===== src/rtl/telemetry_pkg.sv =====
// Shared definitions for the telemetry framer: FSM encoding, frame constants
// and the frame checksum.
package telemetry_pkg;

    typedef logic [2:0] state_t;

    localparam state_t ST_IDLE      = 3'd0;
    localparam state_t ST_LOAD      = 3'd1;
    localparam state_t ST_START     = 3'd2;
    localparam state_t ST_WAIT_BUSY = 3'd3;
    localparam state_t ST_WAIT_DONE = 3'd4;
    localparam state_t ST_GAP       = 3'd5;

    localparam logic [7:0] SYNC_BYTE_DEFAULT = 8'hA5;
    localparam int         FRAME_LEN         = 5;
    // Cycles to wait for tx_ready to drop before assuming a zero-latency sender.
    localparam int         BUSY_TIMEOUT      = 4;

    function automatic logic [7:0] checksum8(input logic [7:0] seq,
                                             input logic [7:0] cc,
                                             input logic [7:0] dc);
        return seq + cc + dc;
    endfunction

endpackage


===== src/rtl/period_tick_gen.sv =====
// Free-running period counter with enable gate; emits a one-cycle tick on the
// last count of each period. Held at zero while disabled.
module period_tick_gen #(
    parameter int unsigned PERIOD = 100000
) (
    input  logic clk,
    input  logic rst_n,
    input  logic enable,
    output logic tick
);

    localparam int CNT_W = (PERIOD > 2) ? $clog2(PERIOD) : 1;
    localparam logic [CNT_W-1:0] LAST = CNT_W'(PERIOD - 1);

    logic [CNT_W-1:0] cnt;

    always_ff @(posedge clk or negedge rst_n) begin
        if (!rst_n) begin
            cnt <= '0;
        end else if (!enable || cnt == LAST) begin
            cnt <= '0;
        end else begin
            cnt <= cnt + 1'b1;
        end
    end

    assign tick = enable && (cnt == LAST);

endmodule


===== src/rtl/telemetry_framer.sv =====
// Periodically snapshots count/duty values and streams a 5-byte frame
// (sync, seq, cc, dc, checksum) to a byte UART sender.
module telemetry_framer
    import telemetry_pkg::*;
#(
    parameter int unsigned FRAME_PERIOD = 100000,
    parameter logic [7:0]  SYNC_BYTE    = SYNC_BYTE_DEFAULT,
    parameter int unsigned BYTE_GAP     = 0
) (
    input  logic       clk,
    input  logic       rst_n,
    input  logic       enable,
    input  logic [7:0] cc_value,
    input  logic [7:0] dc_value,
    input  logic       tx_ready,
    output logic [7:0] tx_byte,
    output logic       tx_start,
    output logic       busy,
    output logic [7:0] seq_num,
    output logic [7:0] overrun_cnt,
    output state_t     fsm_state
);

    // Sender handshake: tx_start is a one-cycle request issued only while
    // tx_ready = 1 and with tx_byte already stable; the sender acknowledges by
    // dropping tx_ready and signals completion by raising it again.

    localparam int GAP_W = (BYTE_GAP > 1) ? $clog2(BYTE_GAP) : 1;
    localparam logic [2:0] LAST_IDX = 3'(FRAME_LEN - 1);

    state_t           state;
    state_t           next_state;
    logic             tick;
    logic             byte_done;
    logic [2:0]       byte_idx;
    logic [7:0]       seq_reg;
    logic [7:0]       snap_cc;
    logic [7:0]       snap_dc;
    logic [7:0]       byte_mux;
    logic [1:0]       wb_cnt;
    logic [GAP_W-1:0] gap_cnt;

    period_tick_gen #(
        .PERIOD (FRAME_PERIOD)
    ) u_tick (
        .clk    (clk),
        .rst_n  (rst_n),
        .enable (enable),
        .tick   (tick)
    );

    always_ff @(posedge clk or negedge rst_n) begin
        if (!rst_n) begin
            state <= ST_IDLE;
        end else begin
            state <= next_state;
        end
    end

    // byte_done marks the next-byte decision, taken either directly after
    // ready returns or at the end of the inter-byte gap.
    always_comb begin
        next_state = state;
        byte_done  = 1'b0;
        case (state)
            ST_IDLE:      if (tick) next_state = ST_LOAD;
            ST_LOAD:      next_state = ST_START;
            ST_START:     if (tx_ready) next_state = ST_WAIT_BUSY;
            ST_WAIT_BUSY: begin
                if (!tx_ready || wb_cnt == 2'(BUSY_TIMEOUT - 1)) begin
                    next_state = ST_WAIT_DONE;
                end
            end
            ST_WAIT_DONE: begin
                if (tx_ready) begin
                    if (BYTE_GAP > 0) next_state = ST_GAP;
                    else              byte_done  = 1'b1;
                end
            end
            ST_GAP:       if (gap_cnt == GAP_W'(BYTE_GAP - 1)) byte_done = 1'b1;
            default:      next_state = ST_IDLE;
        endcase
        if (byte_done) begin
            next_state = (byte_idx == LAST_IDX) ? ST_IDLE : ST_LOAD;
        end
    end

    always_comb begin
        tx_start  = (state == ST_START) && tx_ready;
        busy      = (state != ST_IDLE);
        fsm_state = state;
    end

    always_comb begin
        case (byte_idx)
            3'd0:    byte_mux = SYNC_BYTE;
            3'd1:    byte_mux = seq_reg;
            3'd2:    byte_mux = snap_cc;
            3'd3:    byte_mux = snap_dc;
            default: byte_mux = checksum8(seq_reg, snap_cc, snap_dc);
        endcase
    end

    always_ff @(posedge clk or negedge rst_n) begin
        if (!rst_n) begin
            tx_byte     <= '0;
            seq_num     <= '0;
            overrun_cnt <= '0;
            seq_reg     <= '0;
            snap_cc     <= '0;
            snap_dc     <= '0;
            byte_idx    <= '0;
            wb_cnt      <= '0;
            gap_cnt     <= '0;
        end else begin
            if (tick && state == ST_IDLE) begin
                snap_cc <= cc_value;
                snap_dc <= dc_value;
            end
            // A tick that cannot start a frame is dropped and counted.
            if (tick && state != ST_IDLE && overrun_cnt != 8'hFF) begin
                overrun_cnt <= overrun_cnt + 8'd1;
            end
            if (state == ST_LOAD) begin
                tx_byte <= byte_mux;
            end
            wb_cnt  <= (state == ST_WAIT_BUSY) ? wb_cnt + 2'd1 : 2'd0;
            gap_cnt <= (state == ST_GAP) ? gap_cnt + GAP_W'(1) : '0;
            if (byte_done) begin
                if (byte_idx == LAST_IDX) begin
                    seq_num  <= seq_reg;
                    seq_reg  <= seq_reg + 8'd1;
                    byte_idx <= 3'd0;
                end else begin
                    byte_idx <= byte_idx + 3'd1;
                end
            end
        end
    end

endmodule


===== config.mk =====
export PLATFORM = sky130hd
export DESIGN_NAME = telemetry_framer
export DESIGN_NICKNAME = d
export VERILOG_FILES = /design/src/rtl/telemetry_pkg.sv /design/src/rtl/period_tick_gen.sv /design/src/rtl/telemetry_framer.sv
export SDC_FILE = /design/constraint.sdc
export NUM_CORES = 1
export LEC_CHECK = 0
export ABC_CLOCK_PERIOD_IN_PS = 8109
export CAP_MARGIN = 20
export CORE_MARGIN = 3
export CORE_UTILIZATION = 34
export CTS_BUF_LIST = sky130_fd_sc_hd__clkbuf_2
export DETAILED_ROUTE_END_ITERATION = 8
export GPL_ROUTABILITY_DRIVEN = 0
export PLACE_DENSITY = 0.62
export SLEW_MARGIN = 20
export SYNTH_ARGS = -nofsm -noshare
export SYNTH_HDL_FRONTEND = slang
export SYNTH_HIERARCHICAL = 1
export SYNTH_SLANG_ARGS = --single-unit

===== constraint.sdc =====
create_clock -name clk -period 8.11 [get_ports clk]
set_input_delay 0.811 -clock clk [delete_from_list [all_inputs] [get_ports clk]]
set_output_delay 0.811 -clock clk [all_outputs]
set_load 0.01 [all_outputs]

**After elaboration in Yosys (flattened, before gate mapping)**

Index checks and enable logic that the tools add are counted.
Widths: inputs -> output; s select.

- Bits in registers: 74
- Bits in latches: 0
- Memory bits (writable): 0
- Memory bits (read-only): 0
- Input port bits: 20
- Output and inout bits: 29
- Logic and storage cells: 64
- Memories: 0

- $add $sub $neg: 8
- Multiply operators: 0
- Divide/modulo/power cells: 0
- Order comparisons: 0
- Equality and inequality tests: 16
- Shift operators: 0
- Muxes and demuxes: 14
- Bitwise operators: 0
- Reduce and logical (&&, ||, !) cells: 15

Operators by type and width:

| operator | count |
|---|---|
| $pmux 8 s4 | 1 |
| $add 17x1->17 const B | 1 |
| $eq 17x17->1 const B | 1 |
| $mux 17 | 1 |
| $add 8x1->8 const B | 2 |
| $add 8x8->8 | 2 |
| $mux 3 | 5 |
| $pmux 3 s5 | 1 |
| $eq 3x2->1 const B | 4 |
| $eq 3x3->1 const B | 3 |
| $ne 3x3->1 const B | 3 |
| $ne 8x8->1 const B | 1 |
| $eq 3x1->1 const B | 2 |
| $logic_not 3->1 | 2 |
| $logic_and 1x1->1 | 5 |
| $mux 1 | 4 |
| $reduce_and 4->1 | 1 |
| $add 3x1->3 const B | 1 |
| $reduce_bool 3->1 | 1 |
| $add 2x1->2 const B | 1 |
| $eq 2x2->1 const B | 1 |
| $logic_not 1->1 | 2 |
| $logic_or 1x1->1 | 2 |
| $mux 2 | 1 |
| 5 further kinds | 5 |

**Longest topological paths before layout**

- Word-level depth: 5
- Depth in mapped cells: 10
- Mapped depth without buffers: 10

**Hierarchy**

The synthesis kept the hierarchy.

By module, submodules not included:

| module | instances | cells an instance | area an instance (sq um) | sequential area each (sq um) |
|---|---|---|---|---|
| telemetry_framer | 1 | 265 | 3,096.7 | 1,426.4 |
| period_tick_gen | 1 | 86 | 863.3 | 425.4 |

**Worst setup path before layout**

No wires, ideal clock.

- Path kind: register to register
- Start: register seq_reg[1]
- End: register tx_byte[7]
- Library setup time: 121 ps
- Arrival time: 2,432 ps
- Data required time: 7,989 ps
- Slack: 5,557 ps
- Stages on the path, launching flop included: 9
- Buffers on the path: 0
- Clock period less this slack: 2,553 ps
- Path through: dfrtp_1 > fa_1 > ha_1 > fa_1 > a211oi_1 > o21bai_1 > a2111o_1 > o21ai_0 > nor2_1

- Longest elaborated chain between the ends: 3

RTL lines:

| what | RTL line | source |
|---|---|---|
| start, declared | telemetry_framer.sv:36 | `logic [7:0] seq_reg;` |
| start signal, assigned | telemetry_framer.sv:132 | `seq_reg <= seq_reg + 8'd1;` |
| $add 8x8->8 (2 in series) | telemetry_pkg.sv:22 | `return seq + cc + dc;` |
| $pmux 8 s4 | telemetry_framer.sv:95 | `case (byte_idx)` |
| end signal, assigned | telemetry_framer.sv:125 | `tx_byte <= byte_mux;` |
| end, declared | telemetry_framer.sv:16 | `output logic [7:0] tx_byte,` |

No other way between the ends.
A chain may end at the register's enable or synchronous reset.

**Worst setup path in the final report**

- Start: input tx_ready
- End: output tx_start

- Longest elaborated chain between the ends: 1

RTL lines:

| what | RTL line | source |
|---|---|---|
| start, declared | telemetry_framer.sv:15 | `input logic tx_ready,` |
| $logic_and 1x1->1 | telemetry_framer.sv:89 | `tx_start = (state == ST_START) && tx_ready;` |
| end, declared | telemetry_framer.sv:17 | `output logic tx_start,` |

No other way between the ends.

==> flow_metrics.py <==
metrics = {
    "status": {
        "run_status": "completed",
    },
    "clock_tree": {
        "ctsRootBufferMaster": "sky130_fd_sc_hd__clkbuf_2",
        "cts_buffer_depth": 2,
        "cts_resized": 0,
        "cts_setup_buffers": 0,
        "number_of_buffers_added_by_the_clock_tree_synthesis_step": 9,
        "clock-sinks": 74,
        "cts_hold_buf": 0,
        "ctsHtreeMaxLevel": 3,
        "clock_latency_ns": 0.51,
        "cts_tree": "built",
        "cts.clk_slew.worst_paths_ns": 0.23,
    },
    "grt": {
        "grt_max_degree": 75,
        "grt-ovfl-total": 0,
        "antenna_found_initial": 0,
        "first_global_vias": 2602,
        "grt_pass1_wl_um": 13260,
        "grtUsageTotal": 0.1290,
    },
    "floorplan": {
        "design.portCount": 49,
        "fp.dieArea_mm2": 0.01298,
        "floorplan.core_area_mm2": 0.01113,
        "rows": 38,
        "die_h_um": 113.9,
        "die_w_um": 113.9,
        "initial_utilization": 0.3559,
    },
    "final_layout": {
        "mostFrequentLayoutCell": "sky130_fd_sc_hd__dfrtp_1",
        "area.growth.synth_to_final_pct": 17.57,
        "max_flop_register": "u_tick/cnt",
        "drive_gt1_frac": 0.1390,
        "layout.cell_area.non_filler_mm2": 0.004656,
        "antenna_cells_inserted": 0,
        "fillCellCount": 1112,
        "largest_reg_flops": 17,
        "design.final.nets": 441,
        "highest_count_cells_in_the_layout_ignoring_fill_and_taps": "74 x sky130_fd_sc_hd__dfrtp_1, 47 x sky130_fd_sc_hd__clkdlybuf4s50_1, 36 x sky130_fd_sc_hd__nor2_1",
    },
    "worst_setup_path": {
        "cp_max_fo": 4,
        "cp-start-kind": "input pin",
        "rr_worst_depth": 8,
        "worst_r2r_endpoint": "tx_byte[7]",
        "regToRegStartpoint": "seq_reg[1]",
        "worst_ep_required_time_ns": 7.30,
        "rrSetupSlack_ns": 5.33,
        "crit_path_capture_type": "output pin",
        "critical_path_arrival_ns": 2.20,
        "criticalPathCategory": "in -> out",
    },
    "timing": {
        "grt_setup_unrepaired": "false",
        "clock.fmax_ghz": 0.3322,
        "drv_slew": 0,
        "relSlewSlack": 0.3788,
        "worst_clock_skew_ns": 0.03385,
        "setup_violators_final": 0,
        "timing.setup.tns_ns": 0,
        "layout_worst_path_cycle_share": 0.3711,
        "tightest_slew_ns": 0.9317,
        "final.min_clock_period_ns": 3.010,
        "hold_violations": 0,
    },
    "synthesis": {
        "synth.ff_latch_count": 74,
        "ys_warn_count": 6,
        "ys.flop_type": "sky130_fd_sc_hd__dfrtp_1",
        "synth_enable_flop_cells": 0,
        "synth.avg_cell_area_um2": 11.28,
        "synth_cell_types": 53,
        "synth_fp_nets": 394,
        "postSynthCellCount": 351,
        "synth.cell_area_mm2": 0.003960,
        "ys_seq_area_frac": 0.4676,
        "ys_async_sr_fraction": 1.000,
    },
    "route": {
        "starting_drt_drc_count": 183,
        "wire_per_inst_um": 14.27,
        "route.vias.total": 2703,
        "routed_wirelength_um": 7746,
        "drt-pass1-iter-count": 4,
        "antenna_left": 0,
        "avgViaCountPerCell": 4.978,
        "drc": 0,
    },
    "placement": {
        "buffer_ports.inserted": 48,
        "placed_area_mm2": 0.004517,
        "place.detailed.hpwl_um": 5521,
    },
    "flow_run": {
        "drv_cap": 0,
    },
    "pwr": {
        "power_density_over_cell_area_mw_per_mm2": 144.0,
        "power_leakage_nw": 1.998,
        "report.power.total_uw": 670.2,
        "ir_worst_vdd_mv": 0.07083,
    },
    "min_path": {
        "timing.hold.worst.class": "in -> async",
    },
}
==> where the power goes <==
part | switching, mW | internal (mW) | total (mW)
clock network | 0.133 | 0.101 | 0.234
logic | 0.0277 | 0.0254 | 0.0531
registers | 0.00728 | 0.376 | 0.383
==> layout make-up <==
class | instances | area, µm² | share of cell area
clock inverters | 7 | 93.84 | 0.02016
multi-input cells | 249 | 1952 | 0.4192
clock buffers | 9 | 45.04 | 0.009675
well taps | 140 | 175.2 | 0.03762
inverters | 16 | 60.06 | 0.01290
flip-flops and latches | 74 | 1852 | 0.3977
repair buffers | 48 | 478.0 | 0.1027
==> worst max-delay path by stage <==
stage | start | slack (ns) | to
final | tx_ready | 5.10 | tx_start
after global routing | tx_ready | 4.99 | tx_start
after floorplan | seq_reg[1] | 5.56 | tx_byte[7]
after CTS | tx_ready | 5.08 | tx_start
after global placement | tx_ready | 5.10 | tx_start
after detailed placement | tx_ready | 5.08 | tx_start
==> metal layers <==
metal / vias up / part of all wire / GRT usage
li1: 1336 / - / -
met2: 62 / 0.46 / 0.1897
met1: 1299 / 0.47 / 0.1843
met4: 0 / 0.0074 / 0.03800
met5: - / 0 / 0
met3: 6 / 0.064 / 0.03873
==> per-stage QoR <==
step                      std cells  worst slack, ns    util  hold WS (ns)
final                           543            5.100  0.4185        0.4045
after CTS                       543            5.080  0.4185        0.3976
after global routing            543            4.987  0.4185        0.4200
after global placement          527            5.105  0.4060        0.4224
after detailed placement        527            5.083  0.4060        0.4263
after floorplan                 351            5.557       -        0.4099
==> cell families (layout without fill, tap and decap cells) <==
kind of cell / after synthesis / count (layout) / synth area share
multiplexers: 26 / 26 / 0.08215
AO/OA/AOI/OAI: 51 / 51 / 0.08689
buffers and inverters: 28 / 80 / 0.03949
adder cells (fa/ha/maj): 23 / 23 / 0.08783
XOR/XNOR: 35 / 35 / 0.07741
AND/OR/NAND/NOR: 114 / 114 / 0.1586
flip-flops: 74 / 74 / 0.4676
==> critical path, stage by stage <==
cell	delay, ns
sky130_fd_sc_hd__clkdlybuf4s50_1	0.53
sky130_fd_sc_hd__nor4bb_1	0.28
sky130_fd_sc_hd__clkdlybuf4s50_1	0.58
==> cells in the mapped netlist (all sizes together), types with 4 or more instances <==
cell | instances | area, µm²
buf | 6 | 73.82
mux2 | 25 | 311.6
xnor2 | 28 | 245.2
nor4 | 4 | 25.02
clkbuf | 6 | 22.52
a222oi | 4 | 40.04
nor2 | 37 | 155.2
nand2 | 26 | 105.1
xor2 | 7 | 61.31
nand3 | 11 | 55.05
nand4 | 13 | 87.58
dfrtp | 74 | 1852
a21oi | 10 | 50.05
o21ai | 21 | 108.9
nor3 | 6 | 41.29
fa | 8 | 160.2
ha | 15 | 187.7
inv | 16 | 60.06
(Power assumes the default switching activity.)
==> patch 1: new RTL, config.mk and constraints unchanged <==
The parameter `FRAME_PERIOD` goes from 100000 to 200000.
--- a/src/rtl/telemetry_framer.sv
+++ b/src/rtl/telemetry_framer.sv
@@ -4,5 +4,5 @@
     import telemetry_pkg::*;
 #(
-    parameter int unsigned FRAME_PERIOD = 100000,
+    parameter int unsigned FRAME_PERIOD = 200000,
     parameter logic [7:0]  SYNC_BYTE    = SYNC_BYTE_DEFAULT,
     parameter int unsigned BYTE_GAP     = 0
Function: no difference found for any inputs over 10 cycles, from zero or initial values and one cycle with rst_n low; that may be too few to reach the edited logic, so the function may still have changed.
==> patch 1 against the unedited design <==
First-iteration DRC count shrank 18%. Via count increased by 2.8%. Sequential cell count up 1. Routed wire length increased by 6.8%. Setup slack lost 5.4 ps. Final area up 1.2%. Power increased by 0.44%. Critical path depth is the same. Final cell count up 1.8%. Area after synthesis is 1.4% higher. Global-route usage increased by 0.82 points. Sequential power up 1%. Worst hold slack better by 5.6 ps.
==> patch 1: results (changes against the unedited design) <==
| Metric | Value |
|---|---|
| Status | `completed` |
| Normalized max-slew margin | `0.359 (-0.0202)` |
| Overall global routing resource usage | `0.137 (+0.00816)` |
| Pin count of the biggest net entering global routing | `76 (+1.3%)` |
| Mean post-synth cell area | `11.2 sq um (-0.56%)` |
| VDD IR max | `63.7 uV (-10%)` |
| R2R setup slack | `5290 ps (-40 ps)` |
| Routing usage on met1 | `0.196 (+0.0115)` |
| P_leak | `2.04 nW (+2.0%)` |
| Share of cells above drive strength 1 | `0.132 (-0.00725)` |
| Mapped Nets | `401 (+1.8%)` |
| Top cells by area, synth | `dfrtp_1 (47%), xnor2_1 (5.9%), mux2_2 (4.8%)` |
| Finished Layout Cells | `553 (+1.8%)` |
| Met2 global-route usage | `0.198 (+0.00860)` |
| Instance area after placement | `4590 sq um (+1.5%)` |
| Setup Skew | `33.7 ps (-0.144 ps)` |
| Compound-Gate Fraction of Synth Area | `0.0944 (+0.00750)` |
| Met3 WL post-DR | `440 microns (-11%)` |
| Global-route wire length before repair | `14100 microns (+6.5%)` |
| Hpwl dp | `5870 microns (+6.4%)` |
| Commonest cells post-synth | `dfrtp_1 (75), nor2_1 (37), xnor2_1 (27), nand2_1 (26), o21ai_0 (20)` |
| First-pass DRT Iterations | `5 (+1)` |
| Nets | `448 (+1.6%)` |
| Register area share after synthesis | `0.467 (about the same)` |
| Yosys cell types | `51 (-3.8%)` |
| Wirelength per Cell | `15.0 microns (+4.8%)` |
| Met1 WL | `3920 microns (+7.8%)` |
| Synth Area in XOR/XNOR | `0.0763 (-0.00109)` |
## patch 1: cell types whose count changed in the layout (fill, tap and decap cells not counted), sizes merged, moves of 2 or more
| cell | unedited run | this run |
|---|---|---|
| clkinvlp | 2 | 0 |
| clkinv | 3 | 5 |
| nand4bb | 2 | 0 |
| nor4b | 1 | 3 |
## patch 1: final cells by class
class,count,area [sq um]
Clock buffer,9,45.0
Clock inverter,7,82.6
Fill cell,1122,6750
Inverter,17,63.8
Multi-Input combinational cell,254,1990
Sequential cell,75,1880
Tap cell,143,179
Timing Repair Buffer,48,478
## patch 1: power by group
group          total [mW]  switching [mW]  internal, mW
Combinational      0.0546          0.0290        0.0256
Sequential          0.388         0.00710         0.381
Clock               0.231           0.132        0.0987
Total               0.673           0.168         0.505
## patch 1: stage by stage
stage,hold slack (ps),utilization
after floorplan,410,-
after global placement,422,0.400
after detailed placement,427,0.400
after CTS,410,0.411
after global routing,418,0.411
final,410,0.411
==> patch 2: new RTL, config.mk and constraints unchanged <==
Made on the original files. One comparison of `cnt` changes from == to >=.
--- a/src/rtl/period_tick_gen.sv
+++ b/src/rtl/period_tick_gen.sv
@@ -25,5 +25,5 @@
     end
 
-    assign tick = enable && (cnt == LAST);
+    assign tick = enable && (cnt >= LAST);
 
 endmodule
Behaviour: no difference found for any inputs over 10 cycles, from zero or initial values and one cycle with rst_n low; that may be too few to reach the edited logic, so the function may still have changed.
==> patch 2 against the unedited design <==
Sequential share of layout area rose by 0.42 points. Setup slack improved by 17 ps. Sequential cell count did not move. Non-clock buffer count grew 1. Core utilization decreased by 0.082 points. Area after synthesis down 1.6%. Global-route usage grew 0.29 points. Final area is 1.0% lower. Final cell count shrank 0.74%. Routed wire length grew 1.3%.
Power is not compared: it rests on default switching activity, and its combinational part moved more than twofold at a synthesized area within 25%.
==> patch 2: results (changes against the unedited design) <==
| Metric | Value |
|---|---|
| Status | `completed` |
| Share of cells above drive strength 1 | `0.120 (-0.0187)` |
| Synth Area in XOR/XNOR | `0.0764 (-0.000980)` |
| Commonest cells post-synth | `dfrtp_1 (74), nand2_1 (26), mux2_2 (25), nor2_1 (25), xnor2_1 (25)` |
| Reg2Reg Depth | `9 (+1)` |
| Setup Skew | `26.5 ps (-7.37 ps)` |
| FF-to-FF End | `fsm_state[0]` |
| Vias/cell | `5.14 (+3.2%)` |
| Via count | `2770 (+2.5%)` |
| # fillers | `1067 (-4.0%)` |
| Crit path arrival time | `2180 ps (-20 ps)` |
| Largest fanout on the critical path | `12 (+8)` |
| Routed WL | `7850 microns (+1.3%)` |
| Adder-Cell Fraction of Synth Area | `0.0893 (+0.00144)` |
| Initial DRC Count | `119 (-35%)` |
| Hold WC Path Type | `reg2reg` |
| Worst R2R Start | `u_tick/cnt[5]` |
| Synthesized instance count | `347 (-1.1%)` |
| Slew @ Worst Pin | `929 ps (-2.51 ps)` |
| CP max-delay cell | `or3_2` |
| CTS Buffer Depth | `2 (unchanged)` |
| Setup ws final | `5120 ps (+17.1 ps)` |
| Largest stage delay, worst path | `620 ps (+40 ps)` |
| R2R setup slack | `5440 ps (+110 ps)` |
| Worst Setup EP | `busy` |
| Mapped Nets | `390 (-1.0%)` |
| Origin of the worst setup path | `fsm_state[2]` |
| CP top delay family | `simple AND/OR/NAND/NOR gates` |
| Yosys cell types | `55 (+3.8%)` |
| Nets | `438 (-0.68%)` |
| Register area share after synthesis | `0.475 (+0.00766)` |
| Top cells by area, synth | `dfrtp_1 (48%), mux2_2 (7.2%), xnor2_1 (5.6%)` |
| Compound-Gate Fraction of Synth Area | `0.0973 (+0.0104)` |
## patch 2: cells by family after synthesis
family / count (synthesis)
adders and majority gates: 23
muxes: 27
and+or+nand+nor: 110
DFF: 74
buffers and inverters: 25
xor gates and xnor gates: 34
AOI/OAI and AO/OA: 54
## patch 2: worst min-delay path by stage
stage,start,to,slack [ps],cells past startpoint
6_report,wb_cnt[0],wb_cnt[0],450,1
5_1_grt,wb_cnt[0],wb_cnt[0],480,1
4_1_cts,gap_cnt,gap_cnt,460,1
3_5_place_dp,gap_cnt,gap_cnt,440,1
3_3_place_gp,wb_cnt[0],wb_cnt[0],420,1
2_1_floorplan,wb_cnt[0],wb_cnt[0],410,1
## patch 2: stage by stage
stage | util | instance area (sq um)
floorplan | - | 3900
global placement | 0.406 | 4480
detailed placement | 0.406 | 4480
CTS | 0.418 | 4610
global route | 0.418 | 4610
finish | 0.418 | 4610
## patch 2: layout make-up
| class | count | area, sq um | area share |
|---|---|---|---|
| clock buffers | 12 | 60.1 | 0.0130 |
| inverters | 13 | 48.8 | 0.0106 |
| multi-input cells | 248 | 1920 | 0.417 |
| repair buffers | 49 | 483 | 0.105 |
| flip-flops and latches | 74 | 1850 | 0.402 |
| clock inverters | 3 | 65.1 | 0.0141 |
| well taps | 140 | 175 | 0.0380 |
## patch 2: where the power goes
group          total (mW)  internal [mW]  switching (mW)
logic               0.264          0.130           0.134
clock network       0.228          0.104           0.124
registers           0.449          0.403          0.0462
## patch 2: routing by layer
metal	part of all wire	global-route usage
met3	0.036	0.0364
met5	0	0
met4	0.015	0.0425
met2	0.47	0.211
met1	0.48	0.174
